==> config.mk <==
export PLATFORM = sky130hd
export DESIGN_NAME = matmul_index_gen
export DESIGN_NICKNAME = d
export VERILOG_FILES = /design/src/rtl/matmul_index_gen.sv
export SDC_FILE = /design/constraint.sdc
export NUM_CORES = 1
export LEC_CHECK = 0
export CORE_UTILIZATION = 45
export DETAILED_ROUTE_END_ITERATION = 10
export GPL_TIMING_DRIVEN = 0
export HOLD_SLACK_MARGIN = 0.03
export PLACE_DENSITY = 0.68
export SKIP_LAST_GASP = 1
export SYNTH_ARGS = -nofsm -noshare
export SYNTH_HDL_FRONTEND = slang
export SYNTH_SLANG_ARGS = --single-unit
==> constraint.sdc <==
create_clock -name clk -period 11.85 [get_ports clk]
set_clock_uncertainty 0.2 [all_clocks]
set_input_delay 2.37 -clock clk [delete_from_list [all_inputs] [get_ports clk]]
set_output_delay 2.37 -clock clk [all_outputs]
set_load 0.05 [all_outputs]
==> src/rtl/matmul_index_gen.sv <==
// Nested (i, j, k) loop counter for an M x N x K matrix multiply, emitting indices
// and the flat row-major addresses of A[i][k], B[k][j] and C[i][j] under a stall handshake.
module matmul_index_gen #(
  parameter int DW = 8,
  parameter int AW = 16
) (
  input  logic          clk,
  input  logic          rst,
  input  logic          start_i,
  input  logic          clear_i,
  input  logic [DW-1:0] dim_m_i,
  input  logic [DW-1:0] dim_n_i,
  input  logic [DW-1:0] dim_k_i,
  input  logic          stall_i,
  output logic          valid_o,
  output logic [DW-1:0] idx_i_o,
  output logic [DW-1:0] idx_j_o,
  output logic [DW-1:0] idx_k_o,
  output logic [AW-1:0] addr_a_o,
  output logic [AW-1:0] addr_b_o,
  output logic [AW-1:0] addr_c_o,
  output logic          last_k_o,
  output logic          last_o,
  output logic          busy_o,
  output logic          done_o
);

  typedef enum logic [1:0] {S_IDLE, S_RUN, S_DONE} state_e;

  localparam logic [DW-1:0] DONE1 = DW'(1);
  localparam logic [AW-1:0] AONE  = AW'(1);

  state_e        state_q;
  logic [DW-1:0] dm_q, dn_q, dk_q;
  logic [DW-1:0] i_q, j_q, k_q;
  logic [AW-1:0] a_q, b_q, c_q, row_q;

  logic [DW-1:0] i_d, j_d, k_d;
  logic [AW-1:0] a_d, b_d, c_d, row_d;
  logic          k_end, j_end, i_end, job_end, dim_zero;

  assign k_end    = (k_q == dk_q - DONE1);
  assign j_end    = (j_q == dn_q - DONE1);
  assign i_end    = (i_q == dm_q - DONE1);
  assign job_end  = k_end & j_end & i_end;
  assign dim_zero = (dim_m_i == '0) | (dim_n_i == '0) | (dim_k_i == '0);

  // Incremental address stepping; row_q holds i*K so A rewinds without a multiply.
  always_comb begin
    i_d   = i_q;
    j_d   = j_q;
    k_d   = k_q;
    a_d   = a_q;
    b_d   = b_q;
    c_d   = c_q;
    row_d = row_q;
    if (!k_end) begin
      k_d = k_q + DONE1;
      a_d = a_q + AONE;
      b_d = b_q + AW'(dn_q);
    end else if (!j_end) begin
      k_d = '0;
      j_d = j_q + DONE1;
      a_d = row_q;
      b_d = AW'(j_q) + AONE;
      c_d = c_q + AONE;
    end else begin
      k_d   = '0;
      j_d   = '0;
      i_d   = i_q + DONE1;
      row_d = row_q + AW'(dk_q);
      a_d   = row_d;
      b_d   = '0;
      c_d   = c_q + AONE;
    end
  end

  always_ff @(posedge clk or posedge rst) begin
    if (rst) begin
      state_q <= S_IDLE;
      dm_q    <= '0;
      dn_q    <= '0;
      dk_q    <= '0;
      i_q     <= '0;
      j_q     <= '0;
      k_q     <= '0;
      a_q     <= '0;
      b_q     <= '0;
      c_q     <= '0;
      row_q   <= '0;
    end else if (clear_i) begin
      // Abort keeps the latched dims; only the walk position is discarded.
      state_q <= S_IDLE;
      i_q     <= '0;
      j_q     <= '0;
      k_q     <= '0;
      a_q     <= '0;
      b_q     <= '0;
      c_q     <= '0;
      row_q   <= '0;
    end else begin
      case (state_q)
        S_IDLE: begin
          if (start_i) begin
            dm_q    <= dim_m_i;
            dn_q    <= dim_n_i;
            dk_q    <= dim_k_i;
            i_q     <= '0;
            j_q     <= '0;
            k_q     <= '0;
            a_q     <= '0;
            b_q     <= '0;
            c_q     <= '0;
            row_q   <= '0;
            state_q <= dim_zero ? S_DONE : S_RUN;
          end
        end
        S_RUN: begin
          if (!stall_i) begin
            if (job_end) begin
              state_q <= S_DONE;
            end else begin
              i_q   <= i_d;
              j_q   <= j_d;
              k_q   <= k_d;
              a_q   <= a_d;
              b_q   <= b_d;
              c_q   <= c_d;
              row_q <= row_d;
            end
          end
        end
        S_DONE:  state_q <= S_IDLE;
        default: state_q <= S_IDLE;
      endcase
    end
  end

  assign valid_o  = (state_q == S_RUN);
  assign busy_o   = (state_q == S_RUN);
  assign done_o   = (state_q == S_DONE);
  assign idx_i_o  = i_q;
  assign idx_j_o  = j_q;
  assign idx_k_o  = k_q;
  assign addr_a_o = a_q;
  assign addr_b_o = b_q;
  assign addr_c_o = c_q;
  assign last_k_o = valid_o & k_end;
  assign last_o   = valid_o & job_end;

endmodule
==> reports/metrics.cfg <==
[grt]
grt_pass1_vias=6401
antenna_found_initial=0
grt_pass1_wl_mm=34.79
grt_usage_pct=27.60
overflow=0
grt_max_degree=92

[synthesis]
syn_inst=813
synth_edf_count=0
seq_area_frac_synth_pct=39.55
syn_nets=868
yosysMostFrequentCell=dfrtp_1
synth_top_cell_by_area=dfrtp_1
synth_area_leaders=dfrtp_1, o21ai_0, nand2_1
yosysWarningCount=0
syn-cell-area_mm2=0.007213
ys.flop_type=dfrtp_1
netlist-cell-type-count=69
yosysTopAreaCellShare_pct=39.55
synthTopCellsByCount=dfrtp_1, nand2_1, o21ai_0
avgSynthCellArea_um2=8.872
async_flop_share_pct=100.0
ys_seq_elements=114

[cts]
post_cts_buffers=0
cts_made_buffers=17
h-tree-depth=4
clk_latency_ns=0.43
ctsHoldBuffers=0
clockRootBuffer=clkbuf_16
cts.sinks=114
cts.repair.resized=0
clk_pin_slew_ns=0.06
cts_buffer_depth=2
cts_tree=built

[layout]
multi_input_area_mm2=0.004111
register_area_mm2=0.002853
finalInstanceArea_mm2=0.009188
num-fill-cells=1369
drive_gt1_share_pct=8.842
finalNetCount=992
syn2layout_area_growth_pct=27.37
fin_cells=1161
antennaDiodeCount=0

[setup_path]
arrival_ns=3.84
reg2reg_setup_slack_ns=7.71
crit_path_end_kind=primary output
crit_type=register to primary output
worstPathRequired_ns=9.28
start_kind=register
path_max_fanout=10

[power_and_ir_drop]
p_comb_share_pct=31.3
pwr-share-clk_pct=35.6
vdd_drop_max_mv=0.09816
intPower_mw=0.9983
p_leak_nw=3.838
power_density_mw_per_mm2=170.0
switching_power_mw=0.5634
switching_share_pct=36.08
p_seq_share_pct=33.2

[floorplan]
num_io_pins=106
die_area_mm2=0.01654
dieWidth_um=128.6
row_count=45
start_util_pct=46.76
die_h_um=128.6
core_mm2=0.01543

[timing]
relSlewSlack_pct=35.02
rsz0062_at_grt=false
hold_viol=0
fmax_mhz=156.1
tightest_slew_ns=0.9646
timing.hold.ws_ns=0.3069
final-max-slew-violation-count=0
setup_viol=0
period_minus_slack_ns=6.405
fin_tns_setup_ns=0
fin_crit_sh_pct=54.05

[place]
gp_congestion=0.9347
place_area_mm2=0.008551
hpwl_mm=15.66
io_buffers=104
place_inst=1129

[detailed_routing]
ant_nets=0
firstDrtPassIters=6
routedWlPerCell_um=18.65
vias=6844
drt_iter0_markers=621
routed_wl_mm=21.65
avgViaCountPerCell=5.895
post-route-drc-count=0

[job]
max-cap-violations=0

[status]
status=completed

[hold_path]
hp-class=register to register

through the flow:
stage / setup WS, ns / util (%) / total power, mW
6_report: 5.445 / 59.55 / 1.562
5_1_grt: 5.289 / 59.55 / 1.638
4_1_cts: 5.501 / 59.55 / 1.562
3_5_place_dp: 5.974 / 55.43 / 1.007
3_3_place_gp: 4.477 / 55.21 / 0.9957
2_1_floorplan: 6.264 / - / 0.8581
registers in the layout, indices dropped and copies added (netlist names):
signal	count
dm_q	8
row_q	16
idx_i_o	8
idx_j_o	8
dk_q	8
dn_q	8
addr_c_o	16
addr_a_o	16
idx_k_o	8
state_q	2
addr_b_o	16
area by class of cell:
class                      instances  area share [%]
clock buffer                      19           4.930
tap                              211           2.873
buffer                            37           1.893
multi-input combinational        642           44.75
timing repair buffer             105           11.63
sequential                       114           31.05
inverter                          20          0.8716
clock inverter                    13           2.002
placed cells by master (no fill, tap or decap), types with 4 or more instances in the layout:
master / netlist / final
or3_1: 14 / 14
clkbuf_1: 21 / 21
o211ai_1: 5 / 5
nor4_1: 11 / 11
clkbuf_16: 0 / 17
a31oi_1: 17 / 17
o21ai_0: 82 / 82
nand2b_1: 14 / 14
o31ai_1: 13 / 13
clkdlybuf4s50_1: 0 / 104
mux2i_1: 12 / 12
bufinv_16: 0 / 4
a21oi_1: 39 / 39
ha_1: 24 / 24
and3_1: 24 / 24
nand4_1: 12 / 12
a21o_1: 9 / 9
mux2_2: 18 / 18
nor3_1: 22 / 22
buf_2: 13 / 13
a31o_2: 4 / 4
nor2_1: 61 / 61
o221ai_1: 4 / 4
dfrtp_1: 114 / 114
o21a_1: 5 / 5
xnor2_1: 33 / 33
inv_1: 20 / 19
nor2b_1: 5 / 5
a32o_1: 4 / 4
nand2_1: 88 / 88
nand3_1: 35 / 35
xor2_1: 21 / 21
or4_1: 6 / 6
worst max-delay path, cell delays in order, from the launching register on:
cell	delay (ns)
dfrtp_1	0.47
inv_1	0.11
ha_1	0.30
xor2_1	0.19
o2111ai_1	0.19
a211oi_2	0.54
buf_2	0.36
nand3_1	0.19
nor2_1	0.21
clkdlybuf4s50_1	0.83
routing by layer:
metal	GRT usage, %	share of wire (%)
met2	42.13	45
met3	4.782	6.1
met5	0	0
met4	9.135	1.6
met1	39.64	47
logic make-up (layout without fill, tap and decap cells):
group | count (synthesis) | after routing | share of synthesized area (%)
fa+ha+maj | 26 | 26 | 4.718
flops | 114 | 114 | 39.55
xor+xnor | 54 | 54 | 6.557
simple gates | 311 | 311 | 21.51
mux | 30 | 30 | 4.475
buf+inv | 57 | 194 | 3.452
compound gates | 221 | 221 | 19.74
power groups by stage:
stage          Combinational, mW  Clock [mW]  Sequential [mW]
2_1_floorplan              0.327           0            0.532
3_3_place_gp               0.474           0            0.522
3_5_place_dp               0.483           0            0.524
4_1_cts                    0.485       0.560            0.517
5_1_grt                    0.534       0.579            0.526
6_report                   0.488       0.556            0.518
worst paths after layout:
kind                                endpoint      start  cells after the start
worst max-delay path                  last_o    dn_q[1]                      9
worst min-delay path               row_q[15]  row_q[15]                      1
worst max register to register     row_q[15]    dk_q[0]                     11
worst min register to register     row_q[15]  row_q[15]                      1
max in group asynchronous       addr_a_o[11]        rst                      3
min in group asynchronous            dn_q[6]        rst                      2
Note: power is estimated with default switching activity, not from simulation.
